`src/rtl/wb_initiator_bridge.sv`:
```
// Wishbone classic initiator bridge: turns a valid/ready command into a single
// read or write bus cycle and returns the outcome on a valid/ready response channel.
module wb_initiator_bridge #(
  parameter int ADDR_WIDTH = 32,
  parameter int DATA_WIDTH = 32,
  parameter int TIMEOUT    = 255
) (
  input  logic                    clock,
  input  logic                    reset,
  input  logic                    req_valid,
  output logic                    req_ready,
  input  logic [ADDR_WIDTH-1:0]   req_adr,
  input  logic                    req_we,
  input  logic [DATA_WIDTH-1:0]   req_dat,
  input  logic [DATA_WIDTH/8-1:0] req_sel,
  output logic                    rsp_valid,
  input  logic                    rsp_ready,
  output logic [DATA_WIDTH-1:0]   rsp_dat,
  output logic                    rsp_err,
  output logic                    rsp_timeout,
  output logic [ADDR_WIDTH-1:0]   it_adr,
  output logic [DATA_WIDTH-1:0]   it_dat_w,
  input  logic [DATA_WIDTH-1:0]   it_dat_r,
  output logic                    it_cyc,
  output logic                    it_stb,
  output logic                    it_we,
  output logic [DATA_WIDTH/8-1:0] it_sel,
  input  logic                    it_ack,
  input  logic                    it_err
);

  localparam int SW = DATA_WIDTH / 8;
  // A zero TIMEOUT still needs a legal one-bit counter; the compare is gated off.
  localparam int CW = (TIMEOUT > 0) ? $clog2(TIMEOUT + 1) : 1;
  localparam logic [CW-1:0] CNT_MAX  = '1;
  localparam logic [CW-1:0] CNT_LAST = (TIMEOUT > 0) ? CW'(TIMEOUT - 1) : '0;

  typedef enum logic [1:0] {IDLE, BUS, RSP} state_t;

  state_t              state_reg, state_next;
  logic [CW-1:0]       cnt_reg, cnt_next;
  logic [ADDR_WIDTH-1:0] adr_reg, adr_next;
  logic [DATA_WIDTH-1:0] dat_w_reg, dat_w_next;
  logic [SW-1:0]       sel_reg, sel_next;
  logic                we_reg, we_next;
  logic                cyc_reg, cyc_next;
  logic [DATA_WIDTH-1:0] rsp_dat_reg, rsp_dat_next;
  logic                rsp_err_reg, rsp_err_next;
  logic                rsp_to_reg, rsp_to_next;

  always_ff @(posedge clock) begin
    if (reset) begin
      state_reg   <= IDLE;
      cnt_reg     <= '0;
      adr_reg     <= '0;
      dat_w_reg   <= '0;
      sel_reg     <= '0;
      we_reg      <= 1'b0;
      cyc_reg     <= 1'b0;
      rsp_dat_reg <= '0;
      rsp_err_reg <= 1'b0;
      rsp_to_reg  <= 1'b0;
    end else begin
      state_reg   <= state_next;
      cnt_reg     <= cnt_next;
      adr_reg     <= adr_next;
      dat_w_reg   <= dat_w_next;
      sel_reg     <= sel_next;
      we_reg      <= we_next;
      cyc_reg     <= cyc_next;
      rsp_dat_reg <= rsp_dat_next;
      rsp_err_reg <= rsp_err_next;
      rsp_to_reg  <= rsp_to_next;
    end
  end

  always_comb begin
    state_next   = state_reg;
    cnt_next     = cnt_reg;
    adr_next     = adr_reg;
    dat_w_next   = dat_w_reg;
    sel_next     = sel_reg;
    we_next      = we_reg;
    cyc_next     = cyc_reg;
    rsp_dat_next = rsp_dat_reg;
    rsp_err_next = rsp_err_reg;
    rsp_to_next  = rsp_to_reg;
    case (state_reg)
      IDLE: begin
        if (req_valid) begin
          adr_next   = req_adr;
          dat_w_next = req_dat;
          sel_next   = req_sel;
          we_next    = req_we;
          cyc_next   = 1'b1;
          cnt_next   = '0;
          state_next = BUS;
        end
      end
      BUS: begin
        // Priority: err beats ack, and either beats a timeout on the same cycle.
        if (it_err) begin
          cyc_next     = 1'b0;
          rsp_dat_next = '0;
          rsp_err_next = 1'b1;
          rsp_to_next  = 1'b0;
          state_next   = RSP;
        end else if (it_ack) begin
          cyc_next     = 1'b0;
          rsp_dat_next = we_reg ? '0 : it_dat_r;
          rsp_err_next = 1'b0;
          rsp_to_next  = 1'b0;
          state_next   = RSP;
        end else if ((TIMEOUT != 0) && (cnt_reg == CNT_LAST)) begin
          cyc_next     = 1'b0;
          rsp_dat_next = '0;
          rsp_err_next = 1'b1;
          rsp_to_next  = 1'b1;
          state_next   = RSP;
        end else if (cnt_reg != CNT_MAX) begin
          cnt_next = cnt_reg + CW'(1);
        end
      end
      RSP: begin
        if (rsp_ready) state_next = IDLE;
      end
      default: state_next = IDLE;
    endcase
  end

  assign req_ready   = (state_reg == IDLE);
  assign rsp_valid   = (state_reg == RSP);
  assign rsp_dat     = rsp_dat_reg;
  assign rsp_err     = rsp_err_reg;
  assign rsp_timeout = rsp_to_reg;
  assign it_adr      = adr_reg;
  assign it_dat_w    = dat_w_reg;
  assign it_sel      = sel_reg;
  assign it_we       = we_reg;
  assign it_cyc      = cyc_reg;
  assign it_stb      = cyc_reg;

endmodule

```
`config.mk`:
```
export PLATFORM = sky130hd
export DESIGN_NAME = wb_initiator_bridge
export DESIGN_NICKNAME = d
export VERILOG_FILES = /design/src/rtl/wb_initiator_bridge.sv
export SDC_FILE = /design/constraint.sdc
export NUM_CORES = 1
export LEC_CHECK = 0
export ABC_CLOCK_PERIOD_IN_PS = 1900
export BUFFER_PORTS_ARGS = -buffer_cell sky130_fd_sc_hd__buf_2
export CAP_MARGIN = 20
export CORE_MARGIN = 5
export CORE_UTILIZATION = 44
export DETAILED_ROUTE_END_ITERATION = 16
export PLACE_DENSITY = 0.79
export SYNTH_ARGS = -nofsm -noshare
export SYNTH_HDL_FRONTEND = slang
export SYNTH_SLANG_ARGS = --single-unit
```
`constraint.sdc`:
```
create_clock -name clock -period 1.9 [get_ports clock]
set_clock_uncertainty 0.05 [all_clocks]
set_input_delay 0.38 -clock clock [delete_from_list [all_inputs] [get_ports clock]]
set_output_delay 0.38 -clock clock [all_outputs]
set_load 0.02 [all_outputs]
```
==> metrics.yaml, run 1 <==
min_from: "it_dat_r[26]"
row_count: 34
htreeDepth: 4
die_width_um: 106
rr_endpoint: "cnt_reg[5]"
max_slew_margin_pct: 67.3
drt_iter0_markers: 214
avgViaCountPerCell: 5.01
path_clk_slew_ps: 60
root_buffer: "clkbuf_8"
pwr-share-comb_pct: 11.1
synth.net_count: 564
hold_depth: 2
dr.pass1.iters: 6
track_usage_pct: 19.5
fmax_mhz: 526
fin_crit_ps: 1900
core_area_um2: 8810
cts.sinks: 114
critPathMostFrequentCell: "buf_4"
clockPowerShare_pct: 49.6
p_int_mw: 4.95
rrSetupSlack_ps: 0.7
seq_area_frac_synth_pct: 56.8
critical_path.startpoint_type: "flop"
clock_path_buffers: 2
cp.required_ps: 2260
cp_max_fo: 8
synth.cell_area_um2: 4020
grt_pass1_vias: 3787
tightest_slew_ps: 490
route.detailed.wl_per_inst_um: 14.4
mostFrequentLayoutCells: "buf_2, nand2_1, dfxtp_1"
wl_mm: 11.4
path_cells: "inv_1 -> ha_1 -> o211ai_1 -> buf_4 -> o21ai_4 -> buf_4 -> or3_1 -> a31oi_1"
layout_commonest_cell: "buf_2"
cts_buffers: 17
avgSynthCellArea_um2: 8.84
synth_edf_count: 0
min_to: "rsp_dat[26]"
worstSetupPathType: "reg -> reg"
synth_cell_type_count: 36
reg2reg_depth: 8
final_hold_viol_count: 0
yosys-top-cells-area: "dfxtp_1, nand2_1, a21oi_1"
synth_seq_cells: 114
setup_viol: 0
port_buffers: 213
start_util_pct: 45.7
pin_count: 214
max-vdd-ir-drop_mv: 0.608
num_vias: 3944
antenna_found_initial: 0
final_layout_size_suffix_gt1_share_pct: 40.2
total_power_mw: 6.55
critPathSlowestCell: "dfxtp_4"
period_share_pct: 100
synth_ff_type: "dfxtp_1"
grt_first_pass_wirelength_mm: 17.9
reg2reg_from: "cnt_reg[0]"
synth.largest_area_cell: "dfxtp_1"
diodes: 0
die_h_um: 106
end_kind: "flop"
hold_path.class: "in -> reg"
seqPwrFrac_pct: 39.3
drv_cap: 0
p_leak_nw: 2.78
nNetsFinal: 775
status: "finished clean"
cts_tree: "built"
cts_hold_buf: 0
drc: 0
final_util_pct: 66.4
p_per_area_nw_per_um2: 1120
drv_slew: 0
gp_congestion: 0.802
clk_latency_ps: 490
drtAntennaViolNets: 0
ys.warnings.count: 0
dp_hpwl_mm: 8.06
critPathMaxStageDelay_ps: 360
fin_setup_tns_ps: 0
cp.arrival_ps: 2260
syn2layout_area_growth_pct: 45.5
syn_inst: 455
p_sw_share_pct: 24.4
yosysTopAreaCellShare_pct: 56.8
grt_max_degree: 46
synthArstFlopShare_pct: 0
grt-ovfl-total: 0
dieArea_um2: 11200
switching_power_mw: 1.60
[layout make-up]
cell class | instances | area (um2)
Fill cell | 731 | 2960
Sequential cell | 114 | 2290
Multi-Input combinational cell | 303 | 1590
Timing Repair Buffer | 227 | 1210
Clock buffer | 19 | 432
Clock inverter | 13 | 184
Tap cell | 108 | 135
Inverter | 3 | 11.3
[layer usage]
| metal | GRT usage [%] | vias to the layer above | share of wire (%) |
|---|---|---|---|
| li1 | - | 1973 | - |
| met5 | 0 | - | 0 |
| met3 | 7.58 | 12 | 8.9 |
| met4 | 5.92 | 0 | 1.0 |
| met2 | 33.6 | 155 | 50 |
| met1 | 22.3 | 1804 | 40 |
[cells in the mapped netlist (2+ instances only)]
master	n
nand2_1	145
dfxtp_1	114
a21oi_1	75
a22o_1	32
clkbuf_1	19
buf_2	14
nand3_1	10
nor2_1	4
inv_1	3
o211ai_1	3
or2_2	3
or3_1	3
a31oi_1	2
ha_1	2
nand2b_1	2
nand4_1	2
nor2b_1	2
or4_1	2
[per-stage QoR]
stage	hold slack, ps	setup slack, ps	instance area (um2)	std cells
after floorplan	430	248	4020	455
after global routing	35.9	-79.3	5850	787
after CTS	33.3	15.3	5810	783
final	54.5	0.650	5850	787
after detailed placement	395	25.3	5180	750
after global placement	388	116	5180	750
[timing repair]
action,4_1_cts,5_1_grt
resized for setup,1,5
endpoints found under the hold margin,0,0
pin swaps,1,1
setup buffers,1,4
endpoints found under the setup margin,2,34
[power groups by stage]
stage / Sequential [mW] / Clock, mW / Combinational, mW
finish: 2.57 / 3.25 / 0.727
global route: 2.59 / 3.46 / 0.796
CTS: 2.57 / 3.33 / 0.726
detailed placement: 2.62 / 0 / 0.725
global placement: 2.62 / 0 / 0.709
floorplan: 2.76 / 0 / 0.278
[worst max-delay path: cells and delay by family, from the launching register on]
family | cells | cell delay, ps
buf+inv | 3 | 400
fa+ha+maj | 1 | 200
flops | 1 | 360
simple gates | 1 | 340
compound gates | 3 | 460
[how the worst max path moves through the flow]
stage               startpoint         end  depth (start not counted)
floorplan           cnt_reg[0]  cnt_reg[7]                          6
global placement    cnt_reg[0]  cnt_reg[7]                          6
detailed placement  cnt_reg[0]  cnt_reg[7]                          6
CTS                 cnt_reg[0]  cnt_reg[7]                          7
global route        cnt_reg[0]  cnt_reg[5]                          8
finish              cnt_reg[0]  cnt_reg[5]                          8
[cells by family after synthesis]
kind of cell / Yosys count / share of synthesized area, %
flops: 114 / 56.8
simple gates: 178 / 18.8
compound gates: 122 / 19.3
buf+inv: 38 / 4.26
mux: 1 / 0.280
fa+ha+maj: 2 / 0.622
No activity file was read; power rests on OpenSTA's default activity.
==> run 2, diff against run 1 <==
==> config.mk (replaced) <==
export PLATFORM = sky130hd
export DESIGN_NAME = wb_initiator_bridge
export DESIGN_NICKNAME = d
export VERILOG_FILES = /design/src/rtl/wb_initiator_bridge.sv
export SDC_FILE = /design/constraint.sdc
export NUM_CORES = 1
export LEC_CHECK = 0
export ABC_CLOCK_PERIOD_IN_PS = 2100
export BUFFER_PORTS_ARGS = -buffer_cell sky130_fd_sc_hd__buf_2
export CAP_MARGIN = 20
export CORE_MARGIN = 5
export CORE_UTILIZATION = 46
export CTS_BUF_LIST = sky130_fd_sc_hd__clkbuf_8
export DETAILED_ROUTE_END_ITERATION = 16
export PLACE_DENSITY = 0.82
export SYNTH_ARGS = -nofsm -noshare
export SYNTH_HDL_FRONTEND = slang
export SYNTH_SLANG_ARGS = --single-unit
==> constraint.sdc (replaced) <==
create_clock -name clock -period 2.1 [get_ports clock]
set_clock_uncertainty 0.05 [all_clocks]
set_input_delay 0.42 -clock clock [delete_from_list [all_inputs] [get_ports clock]]
set_output_delay 0.42 -clock clock [all_outputs]
set_load 0.02 [all_outputs]
==> metrics.yaml, run 2 (synthesis gave the netlist of run 1 again) <==
status: "finished clean"
fin_setup_tns_ps: 0
max-vdd-ir-drop_mv: 0.540
dr.pass1.iters: 4
setup_viol: 0
grt_first_pass_wirelength_mm: 18.4
row_count: 34
fin_crit_ps: 1920
gp_congestion: 0.835
nFillCells: 722
critPathSlowestCell: "or4_1"
syn2layout_area_growth_pct: 38.5
antenna_found_initial: 0
die_h_um: 104
num_vias: 3964
drtAntennaViolNets: 0
track_usage_pct: 20.5
whs_ps: 171
total_power_mw: 5.04
drc: 0
clock_path_buffers: 2
cts_setup_buffers: 0
cts.sinks: 114
die_width_um: 104
start_util_pct: 46.6
hold_depth: 2
diodes: 0
avgViaCountPerCell: 5.07
dp_hpwl_mm: 8.21
critPathMaxStageDelay_ps: 510
fmax_mhz: 522
layout_commonest_cell: "buf_2"
cp.required_ps: 2380
reg2reg_from: "cnt_reg[0]"
grt_pass1_vias: 3923
min_to: "rsp_dat[23]"
cts_resized: 0
htreeDepth: 4
path_cells: "inv_1 -> ha_1 -> o211ai_1 -> o21ai_2 -> or4_1 -> a31oi_1"
final_util_pct: 64.5
rsz0062_at_grt: "no"
wl_mm: 11.2
critical_path.startpoint_type: "flop"
period_share_pct: 91.3
crit_cells: 6
nNetsFinal: 770
max_slew_margin_pct: 65.5
critPathBufInv: 1
cts_buffers: 17
p_leak_nw: 2.67
cts_tree: "built"
cp_max_fo: 12
end_kind: "flop"
hold_path.class: "in -> reg"
final_layout_size_suffix_gt1_share_pct: 39.2
core_area_um2: 8640
min_from: "it_dat_r[23]"
path_clk_slew_ps: 70
root_buffer: "clkbuf_8"
fin_area_um2: 5570
drt_iter0_markers: 172
grt_max_degree: 53
dieArea_um2: 10700
worstSetupPathType: "reg -> reg"
p_per_area_nw_per_um2: 905
ff_latch_area_um2: 2280
clk_latency_ps: 400
drv_cap: 0
multi_input_area_um2: 1580
pin_count: 214
drv_slew: 0
port_buffers: 213
reg2reg_depth: 6
rrSetupSlack_ps: 180
route.detailed.wl_per_inst_um: 14.3
tightest_slew_ps: 518
cp.arrival_ps: 2200
rr_endpoint: "cnt_reg[7]"
mostFrequentLayoutCells: "buf_2, nand2_1, dfxtp_1"
final_hold_viol_count: 0
crit_family: "compound AO/OA/AOI/OAI gates"
grt-ovfl-total: 0
place_area_um2: 5170
cts_hold_buf: 0
==> run 2: changes by cell type in the layout (fill, tap and decap cells not counted), moves of 2 or more <==
cell / delta
clkbuf_8: +17
buf_4: -4
clkbuf_16: -16
clkinv_4: -2
inv_1: +2
clkinv_2: +3
==> run 2: power by group <==
group | switching [mW] | leakage, nW | internal (mW)
Sequential | 0.0556 | 0.931 | 2.27
Combinational | 0.408 | 1.52 | 0.244
Clock | 0.850 | 0.213 | 1.21
Total | 1.31 | 2.67 | 3.73
==> run 2: area by class of cell <==
type	instances	area share [%]
inverter	3	0.202
timing repair buffer	222	20.8
multi-input combinational	303	28.3
tap	108	2.43
clock inverter	13	2.56
sequential	114	41.0
clock buffer	19	4.69
==> run 2: per-stage QoR <==
| stage | worst slack, ps | instances |
|---|---|---|
| detailed placement | 186 | 750 |
| finish | 183 | 782 |
| floorplan | 448 | 455 |
| global route | 97.8 | 782 |
| global placement | 241 | 750 |
| CTS | 174 | 782 |
==> run 2: how the worst max path moves through the flow <==
stage / start / end / slack, ps
detailed placement: it_err / cnt_reg[7] / 190
global route: cnt_reg[0] / cnt_reg[7] / 100
floorplan: cnt_reg[0] / cnt_reg[7] / 450
global placement: it_err / cnt_reg[7] / 240
CTS: cnt_reg[0] / cnt_reg[7] / 170
finish: cnt_reg[0] / cnt_reg[7] / 180
==> run 2: routing by layer <==
metal / part of all wire, % / vias to the layer above / GRT usage [%]
met5: 0 / - / 0
met2: 50 / 152 / 34.2
met1: 41 / 1840 / 22.8
met3: 8.6 / 12 / 9.02
met4: 1.0 / 0 / 7.97
li1: - / 1960 / -
